==> src/rtl/libmemif_pkg.sv <==
// Shared DRAM-interface constants and types for the memory request path.
package libmemif;

   localparam int unsigned MEM_ADDR_W     = 26;
   localparam int unsigned MEM_DATA_W     = 128;
   localparam int unsigned MEM_LINE_BEATS = 2;

   typedef struct packed {
      logic clk;
   } iu_clk_type;

   typedef enum logic {
      ARB_IDLE,
      ARB_WR2
   } arb_state_type;

endpackage

==> src/rtl/mem_tag_fifo.sv <==
// Client-id FIFO recording the issuer of each outstanding DRAM read, oldest at head.
module mem_tag_fifo
   import libmemif::*;
#(
   parameter int unsigned DEPTH = 8,
   parameter int unsigned IDW   = 2
) (
   input  iu_clk_type     gclk,
   input  logic           rst,
   input  logic           push,
   input  logic           pop,
   input  logic [IDW-1:0] din,
   output logic           full,
   output logic           empty,
   output logic [IDW-1:0] head
);

   localparam int unsigned PW = $clog2(DEPTH);

   logic           clk;
   logic [IDW-1:0] mem [DEPTH];
   logic [PW-1:0]  wr_ptr;
   logic [PW-1:0]  rd_ptr;
   logic [PW:0]    count;

   assign clk = gclk.clk;

   // Storage needs no reset; only pointers and occupancy define validity.
   always_ff @(posedge clk) begin
      if (push) mem[wr_ptr] <= din;
   end

   always_ff @(posedge clk) begin
      if (rst) begin
         wr_ptr <= '0;
         rd_ptr <= '0;
         count  <= '0;
      end else begin
         if (push) wr_ptr <= wr_ptr + PW'(1);
         if (pop)  rd_ptr <= rd_ptr + PW'(1);
         if (push && !pop)      count <= count + (PW+1)'(1);
         else if (pop && !push) count <= count - (PW+1)'(1);
      end
   end

   assign full  = (count == (PW+1)'(DEPTH));
   assign empty = (count == '0);
   assign head  = mem[rd_ptr];

endmodule

==> src/rtl/mem_req_arbiter.sv <==
// Round-robin arbiter sharing one DRAM request/response port among NCLIENT requesters,
// keeping two-beat writes atomic and routing read responses back in issue order.
module mem_req_arbiter
   import libmemif::*;
#(
   parameter int unsigned NCLIENT   = 3,
   parameter int unsigned TAG_DEPTH = 8
) (
   input  iu_clk_type                               gclk,
   input  logic                                     rst,
   input  logic [NCLIENT-1:0]                       req_val,
   input  logic [NCLIENT-1:0]                       req_rw,
   input  logic [NCLIENT-1:0][MEM_ADDR_W-1:0]       req_addr,
   input  logic [NCLIENT-1:0][MEM_DATA_W-1:0]       req_data,
   output logic [NCLIENT-1:0]                       req_rdy,
   output logic [NCLIENT-1:0]                       resp_val,
   output logic [MEM_DATA_W-1:0]                    resp_data,
   output logic                                     mem_req_val,
   input  logic                                     mem_req_rdy,
   output logic                                     mem_req_rw,
   output logic [MEM_ADDR_W-1:0]                    mem_req_addr,
   output logic [MEM_DATA_W-1:0]                    mem_req_data,
   input  logic                                     mem_resp_val,
   input  logic [MEM_DATA_W-1:0]                    mem_resp_data,
   output logic                                     resp_err
);

   localparam int unsigned IDW = (NCLIENT > 1) ? $clog2(NCLIENT) : 1;

   logic          clk;
   arb_state_type state, state_nxt;
   logic [IDW-1:0] lock_g, lock_nxt;
   logic [IDW-1:0] rr_ptr, rr_nxt;
   logic           rbeat, rbeat_nxt;
   logic           err_nxt;
   logic [IDW-1:0] g;
   logic [IDW-1:0] cand;
   logic           eligible;
   logic           accept;
   logic           push, pop;
   logic           full, empty;
   logic [IDW-1:0] head;

   assign clk = gclk.clk;

   function automatic logic [IDW-1:0] next_id(input logic [IDW-1:0] id);
      return (32'(id) == NCLIENT - 1) ? '0 : id + IDW'(1);
   endfunction

   // Winner selection: locked client during WR2, otherwise first eligible from rr_ptr.
   always_comb begin
      g        = rr_ptr;
      cand     = '0;
      eligible = 1'b0;
      if (state == ARB_WR2) begin
         g        = lock_g;
         eligible = req_val[lock_g];
      end else begin
         for (int unsigned i = 0; i < NCLIENT; i++) begin
            cand = IDW'((32'(rr_ptr) + i) % NCLIENT);
            if (!eligible && req_val[cand] && (req_rw[cand] || !full)) begin
               eligible = 1'b1;
               g        = cand;
            end
         end
      end
   end

   assign mem_req_val  = eligible & ~rst;
   assign accept       = mem_req_val & mem_req_rdy;
   assign mem_req_rw   = rst ? 1'b0 : req_rw[g];
   assign mem_req_addr = rst ? '0 : req_addr[g];
   assign mem_req_data = rst ? '0 : req_data[g];

   always_comb begin
      req_rdy = '0;
      if (accept) req_rdy[g] = 1'b1;
   end

   assign push = accept & (state == ARB_IDLE) & ~req_rw[g];
   assign pop  = mem_resp_val & ~empty & rbeat;

   assign resp_data = mem_resp_data;

   always_comb begin
      resp_val = '0;
      if (mem_resp_val && !empty && !rst) resp_val[head] = 1'b1;
   end

   always_ff @(posedge clk) begin
      if (rst) begin
         state    <= ARB_IDLE;
         lock_g   <= '0;
         rr_ptr   <= '0;
         rbeat    <= 1'b0;
         resp_err <= 1'b0;
      end else begin
         state    <= state_nxt;
         lock_g   <= lock_nxt;
         rr_ptr   <= rr_nxt;
         rbeat    <= rbeat_nxt;
         resp_err <= err_nxt;
      end
   end

   // rr_ptr moves only when a whole transaction completes, never on write beat 0.
   always_comb begin
      state_nxt = state;
      lock_nxt  = lock_g;
      rr_nxt    = rr_ptr;
      rbeat_nxt = rbeat;
      err_nxt   = resp_err;
      case (state)
         ARB_IDLE: begin
            if (accept) begin
               if (req_rw[g]) begin
                  state_nxt = ARB_WR2;
                  lock_nxt  = g;
               end else begin
                  rr_nxt = next_id(g);
               end
            end
         end
         ARB_WR2: begin
            if (accept) begin
               state_nxt = ARB_IDLE;
               rr_nxt    = next_id(g);
            end
         end
         default: state_nxt = ARB_IDLE;
      endcase
      if (mem_resp_val) begin
         if (empty) err_nxt   = 1'b1;
         else       rbeat_nxt = ~rbeat;
      end
   end

   mem_tag_fifo #(
      .DEPTH (TAG_DEPTH),
      .IDW   (IDW)
   ) u_tag_fifo (
      .gclk  (gclk),
      .rst   (rst),
      .push  (push),
      .pop   (pop),
      .din   (g),
      .full  (full),
      .empty (empty),
      .head  (head)
   );

endmodule

==> config.mk <==
export PLATFORM = sky130hd
export DESIGN_NAME = mem_req_arbiter
export DESIGN_NICKNAME = d
export VERILOG_FILES = /design/src/rtl/libmemif_pkg.sv /design/src/rtl/mem_tag_fifo.sv /design/src/rtl/mem_req_arbiter.sv
export SDC_FILE = /design/constraint.sdc
export NUM_CORES = 1
export LEC_CHECK = 0
export CORE_AREA = 2 2 344 346
export CTS_BUF_LIST = sky130_fd_sc_hd__clkbuf_8
export DETAILED_ROUTE_END_ITERATION = 10
export DIE_AREA = 0 0 346 348
export PLACE_DENSITY = 0.3
export SETUP_SLACK_MARGIN = 0.3
export SYNTH_ARGS = -nofsm -noshare
export SYNTH_HDL_FRONTEND = slang
export SYNTH_SLANG_ARGS = --single-unit
==> constraint.sdc <==
create_clock -name gclk -period 5.3 [get_ports gclk]
set_input_delay 1.59 -clock gclk [delete_from_list [all_inputs] [get_ports gclk]]
set_output_delay 1.59 -clock gclk [all_outputs]
set_load 0.1 [all_outputs]
==> results of run 1 <==
cell usage after synthesis (2+ instances only):
cell type  number  area, um^2
nand3_1       313        1570
a21oi_1       164         821
o21ai_0       159         796
a21o_1        157        1180
buf_4         128         961
clkbuf_1       87         327
buf_2          33         165
buf_1          24        90.1
dfxtp_1        20         400
nor2_1         17        63.8
edfxtp_1       16         480
inv_1          14        52.6
nand2_1        10        37.5
ha_1            8         100
mux2i_1         7        70.1
nor3_1          7        35.0
nor4_1          5        31.3
o211ai_1        5        37.5
mux4_2          4        90.1
nand3b_1        4        30.0
a22oi_1         3        22.5
nor2b_1         3        18.8
nor4b_1         3        26.3
o31ai_1         3        22.5
xnor2_1         3        26.3
xor2_1          3        26.3
a2111o_1        2        22.5
a211oi_1        2        15.0
o21a_1          2        15.0
o21ai_1         2        10.0
o311ai_0        2        17.5
o31ai_2         2        25.0
what timing repair did:
item	4_1_cts	5_1_grt
gates cloned	19	17
pin swaps	92	95
endpoints found under the setup margin	162	160
resized for setup	231	114
buffers inserted	26	18
logic make-up (layout without fill, tap and decap cells):
family | Yosys count | in the layout | share of synthesized area
flops | 36 | 36 | 0.112
xor+xnor | 6 | 6 | 0.00666
other cells | 0 | 7 | 0
compound gates | 518 | 518 | 0.397
mux | 13 | 13 | 0.0232
fa+ha+maj | 9 | 9 | 0.0152
simple gates | 372 | 373 | 0.242
buf+inv | 288 | 843 | 0.204
layer usage:
metal,GRT usage,vias up,share of wire
met5,0,-,0.00050
met4,0.0304,6,0.023
met3,0.0314,100,0.066
met2,0.199,478,0.51
met1,0.127,5833,0.40
li1,-,5566,-
flip-flops by register name (all words and copies together), names as in the netlist, named ones only:
signal and flops:
lock_g 2, rbeat 1, resp_err 1, rr_ptr 2, state 1, u_tag_fifo.count 4, u_tag_fifo.mem 16, u_tag_fifo.rd_ptr 3
u_tag_fifo.wr_ptr 3
worst max-delay path: cells and delay by family:
kind / cells / cell delay (ns)
multiplexers: 1 / 0.23
AO/OA/AOI/OAI: 6 / 1.32
buffers and inverters: 6 / 0.87
worst max-delay path by stage:
stage               slack [ns]  cells past startpoint               end
floorplan                -0.52                      9        req_rdy[2]
global placement         -1.26                     13  mem_req_data[68]
detailed placement       -1.19                     13  mem_req_data[68]
CTS                      -0.29                     15   mem_req_addr[4]
global route             -0.42                     16  mem_req_data[18]
finish                   -0.34                     13   mem_req_addr[7]
area by class of cell:
type | instances | area share
timing repair buffer | 819 | 0.488
multi-input combinational | 919 | 0.374
tap | 1536 | 0.0868
sequential | 36 | 0.0398
inverter | 15 | 0.00407
clock buffer | 5 | 0.00311
clock inverter | 3 | 0.00192
timing repair inverter | 1 | 0.00136
antenna | 7 | 0.000791
metrics by stage:
| stage | setup WS [ns] | utilization |
|---|---|---|
| 4_1_cts | -0.293 | 0.180 |
| 6_report | -0.338 | 0.189 |
| 3_5_place_dp | -1.19 | 0.164 |
| 3_3_place_gp | -1.26 | 0.164 |
| 5_1_grt | -0.421 | 0.189 |
| 2_1_floorplan | -0.522 | - |
==> flow_summary.yaml, run 1 <==
run_status:
  status: "finished with violations"
  violations: "setup timing"
global_routing:
  grt_pass1_wl_um: 96800
  grt-ovfl-total: 0
  grt_max_degree: 94
  antenna_found_initial: 16
  grt_use_total: 0.110
  grt_pass1_vias: 12600
worst_setup_path:
  worst_path_most_repeated_cell: "buf_12"
  rr_worst_depth: 23
  max_stage_delay_ns: 0.31
  crit_required_ns: 3.71
  crit_chain: "buf_4, mux2i_1, o21bai_4, a22o_4, o31ai_2, a21o_4, buf_12, clkinv_16, buf_12, clkbuf_16, a21o_1, a21oi_4, buf_12"
  rr_startpoint: "rr_ptr[0]"
  cp-end-kind: "output pin"
  r2r_slack_ns: 0.57
  start_kind: "input pin"
  crit_slowest_cell: "a22o_4"
  crit_type: "in -> out"
  r2r_end: "u_tag_fifo.count[3]"
  path_max_fanout: 7
  critical_path_arrival_ns: 4.05
  critical_path.startpoint: "req_val[1]"
clock_network:
  ctsHoldBuffers: 0
  cts.clk_slew.worst_paths_ns: 0.07
  cts_buffers: 5
  cts_tree: "yes"
  h-tree-depth: 2
  clkLatencyLatePin_ns: 0.29
  cts_buffer_depth: 2
  root_buffer: "clkbuf_8"
  cts_sinks: 36
final_layout:
  multi_input_area_um2: 8280
  syn2layout_area_growth_pct: 181
  layout.nets: 2406
  register_area_um2: 881
  fill_cells: 12900
  final_cells: 3341
  fin_area_um2: 22200
  layout-drive-gt1-share: 0.373
  mostFrequentLayoutCell: "clkdlybuf4s50_1"
  mostFrequentLayoutCells: "clkdlybuf4s50_1 (465), nand3_1 (231), buf_12 (204)"
yosys:
  postSynth.asyncResetShare: 0
  synth_cell_type_count: 62
  netlist_area_um2: 7890
  yosys_warnings: 0
  avgSynthCellArea_um2: 6.35
  synth_fp_nets: 1851
  yosysSeqAreaShare: 0.112
  synth-edff-count: 16
  netlist_instances: 1242
  synthFlopType: "dfxtp_1"
  postSynthRegisterBits: 36
timing:
  drv_slew: 0
  rsz0062_at_grt: "yes"
  worst_slack_ns: -0.338
  fin_setup_tns_ns: -38.28
  worst_pin_slew_ns: 1.01
  holdWs_ns: 0.470
  hold_viol_final: 0
  relSlewSlack: 0.325
  period_share: 1.06
  finalClockSkew_ns: 0.00535
  min_period_ns: 5.64
  setup_violations: 158
  fmax_mhz: 177
hold_path:
  whs_path_depth: 2
  hp-start: "resp_err"
  hp-class: "reg -> reg"
  min_to: "resp_err"
routing:
  via_count: 12000
  drt_pass1_iterations: 5
  drt-total-wl_um: 74500
  drt_iter0_drc: 483
  vias_per_cell: 3.59
  wire_per_inst_um: 22.3
  drc: 0
  ant_nets: 0
die:
  fp.dieW_um: 346
  start_util: 0.0674
  dieArea_um2: 120000
  fp.dieH_um: 348
  rows: 126
  core-area_um2: 117000
  io_pins: 891
placement:
  place_area_um2: 19200
  dp.final_hpwl_um: 52900
  dp_cells: 3246
  portBuffers: 634
  gp_congestion: 0.797
run:
  maxCapViolations: 0
Power of run 1 is left out: the tool's default activity adds up to more than one toggle a clock period on the data nets, which glitch-free logic cannot reach.
==> inputs of run 2 (changes only) <==
--- a/config.mk
+++ b/config.mk
@@ -5,6 +5,7 @@
 export SDC_FILE = /design/constraint.sdc
 export NUM_CORES = 1
 export LEC_CHECK = 0
+export CAP_MARGIN = 5
 export CORE_AREA = 2 2 344 346
 export CTS_BUF_LIST = sky130_fd_sc_hd__clkbuf_8
 export DETAILED_ROUTE_END_ITERATION = 10
==> constraint.sdc (replaced) <==
create_clock -name gclk -period 6.5 [get_ports gclk]
set_input_delay 1.95 -clock gclk [delete_from_list [all_inputs] [get_ports gclk]]
set_output_delay 1.95 -clock gclk [all_outputs]
set_load 0.1 [all_outputs]
==> run 2 against run 1 <==
- the flow now finishes without violations
- sequential share of layout area about the same
- clock-buffer cell count unchanged
- critical path depth up 2
- via count up 1.0%
- setup slack better by 0.47 ns
- register-to-register slack better by 1.0 ns
- cell count up 0.66%
- largest cell class unchanged
- highest routed layer unchanged
==> flow_summary.yaml, run 2 (synthesized netlist as in run 1, its figures left out) <==
run_status:
  status: "completed"
clock_network:
  cts_buffers: 5
  h-tree-depth: 2
  cts_buffer_depth: 2
  clkLatencyLatePin_ns: 0.29
  cts_sinks: 36
  cts_tree: "yes"
  root_buffer: "clkbuf_8"
  cts.clk_slew.worst_paths_ns: 0.08
worst_setup_path:
  worst_path_most_repeated_cell: "buf_8"
  crit_cells: 15
  crit_buf_inv: 7
  rr_worst_depth: 22
  r2r_end: "u_tag_fifo.count[3]"
  crit_type: "in -> out"
  path_max_fanout: 8
  crit_chain: "buf_8, and3b_1, o21bai_4, buf_6, a21o_1, a31o_4, o21ai_4, buf_12, buf_8, buf_16, buf_8, nand3_2, a21o_1, a21oi_4, buf_12"
  path_delay_family: "compound AO/OA/AOI/OAI gates"
  cp-end-kind: "output pin"
  max_stage_delay_ns: 0.24
  start_kind: "input pin"
  crit_slowest_cell: "a31o_4"
  r2r_slack_ns: 1.58
  critical_path.startpoint: "req_val[2]"
  rr_startpoint: "rr_ptr[0]"
  worstSetupEndpoint: "mem_req_data[84]"
  crit_required_ns: 4.55
  critical_path_arrival_ns: 4.42
timing:
  holdWs_ns: 0.484
  hold_viol_final: 0
  period_share: 0.980
  finalClockSkew_ns: 0.00576
  setup_violations: 0
  worst_pin_slew_ns: 1.01
  min_period_ns: 6.37
  rsz0062_at_grt: "yes"
  fmax_mhz: 157
  drv_slew: 0
  relSlewSlack: 0.324
die:
  core-area_um2: 117000
  dieArea_um2: 120000
  rows: 126
  start_util: 0.0674
  fp.dieW_um: 346
  fp.dieH_um: 348
  io_pins: 891
final_layout:
  largest_register_ffs: 16
  mostFrequentLayoutCells: "clkdlybuf4s50_1 (465), nand3_1 (219), buf_12 (202)"
  layout-drive-gt1-share: 0.386
  mostFrequentLayoutCell: "clkdlybuf4s50_1"
  syn2layout_area_growth_pct: 181
  layout.nets: 2428
  regMostFlops: "u_tag_fifo.mem"
  largestRegisters: "u_tag_fifo.mem: 16 flops, u_tag_fifo.count: 4 flops"
routing:
  drt_iter0_drc: 664
  ant_nets: 0
  drc: 0
  drt_pass1_iterations: 5
  vias_per_cell: 3.60
  wire_per_inst_um: 22.5
  drt-total-wl_um: 75500
  via_count: 12100
hold_path:
  hp-class: "reg -> reg"
  whs_path_depth: 2
global_routing:
  antenna_found_initial: 17
  top_usage_layer: "met2"
  grt_util_met3: 0.0332
  grt-ovfl-total: 0
  grt_use_total: 0.114
  grt_pass1_vias: 12700
  use_met1: 0.138
  use_met2: 0.197
  grt_max_degree: 91
  grt_pass1_wl_um: 99500
placement:
  dp.final_hpwl_um: 55500
  portBuffers: 634
  gp_congestion: 0.803
run:
  maxCapViolations: 0
-- run 2: changes by cell type in the layout (fill, tap and decap cells not counted), sizes merged --
cell / change
nand2: -1
buf: +28
bufbuf: -2
clkinv: -2
clkbuf: -2
bufinv: -1
clkinvlp: +2
-- run 2: per-stage QoR --
| step | setup TNS [ns] | worst slack [ns] | cells | area [um^2] | util |
|---|---|---|---|---|---|
| CTS | 0 | 0.103 | 3325 | 21200 | 0.182 |
| finish | 0 | 0.130 | 3363 | 22200 | 0.190 |
| global placement | -42.57 | -0.670 | 3263 | 19300 | 0.165 |
| detailed placement | -44.48 | -0.605 | 3263 | 19300 | 0.165 |
| global route | 0 | 0.0268 | 3362 | 22200 | 0.190 |
| floorplan | -0.114 | -0.109 | 1242 | 9660 | - |
-- run 2: cell type report --
type,instances,area [um^2]
repair buffers,843,11000
multi-input cells,918,8190
well taps,1536,1920
inverters,15,72.6
clock inverters,3,23.8
fillers,12900,94800
diodes,7,17.5
flip-flops and latches,36,881
clock buffers,5,68.8
-- run 2: how the worst min path moves through the flow --
stage / from / to / slack, ns
3_5_place_dp: resp_err / resp_err / 0.47
2_1_floorplan: u_tag_fifo.rd_ptr[1] / register / 0.45
3_3_place_gp: resp_err / resp_err / 0.45
5_1_grt: u_tag_fifo.rd_ptr[1] / register / 0.52
6_report: resp_err / resp_err / 0.48
4_1_cts: resp_err / resp_err / 0.49
-- run 2: what timing repair did --
action,in CTS,in global routing
pin swaps,108,128
gates cloned,21,12
resized for setup,237,100
setup endpoints to repair,158,158
setup buffers,33,19
hold buffers,0,0
-- run 2: worst register-to-register path, stage by stage, from the launching register on --
cell,delay (ns)
dfxtp_1,0.38
inv_1,0.11
ha_1,0.62
mux2i_4,0.34
o221ai_4,0.16
buf_6,0.17
buf_6,0.11
a21oi_2,0.17
buf_4,0.14
o211ai_1,0.10
o32ai_1,0.38
a2bb2oi_1,0.27
buf_4,0.17
or2_4,0.20
inv_1,0.09
ha_1,0.22
inv_1,0.11
ha_1,0.24
a21o_1,0.18
a21oi_1,0.17
xnor2_1,0.09
or3_1,0.31
a21oi_1,0.14
-- run 2: layer usage --
| metal | share of wire | wire length (um) |
|---|---|---|
| met1 | 0.42 | 31700 |
| met2 | 0.48 | 36600 |
| met3 | 0.072 | 5480 |
| met4 | 0.023 | 1750 |
| met5 | 0.00083 | 63 |
Power of run 2 is left out for the same reason.
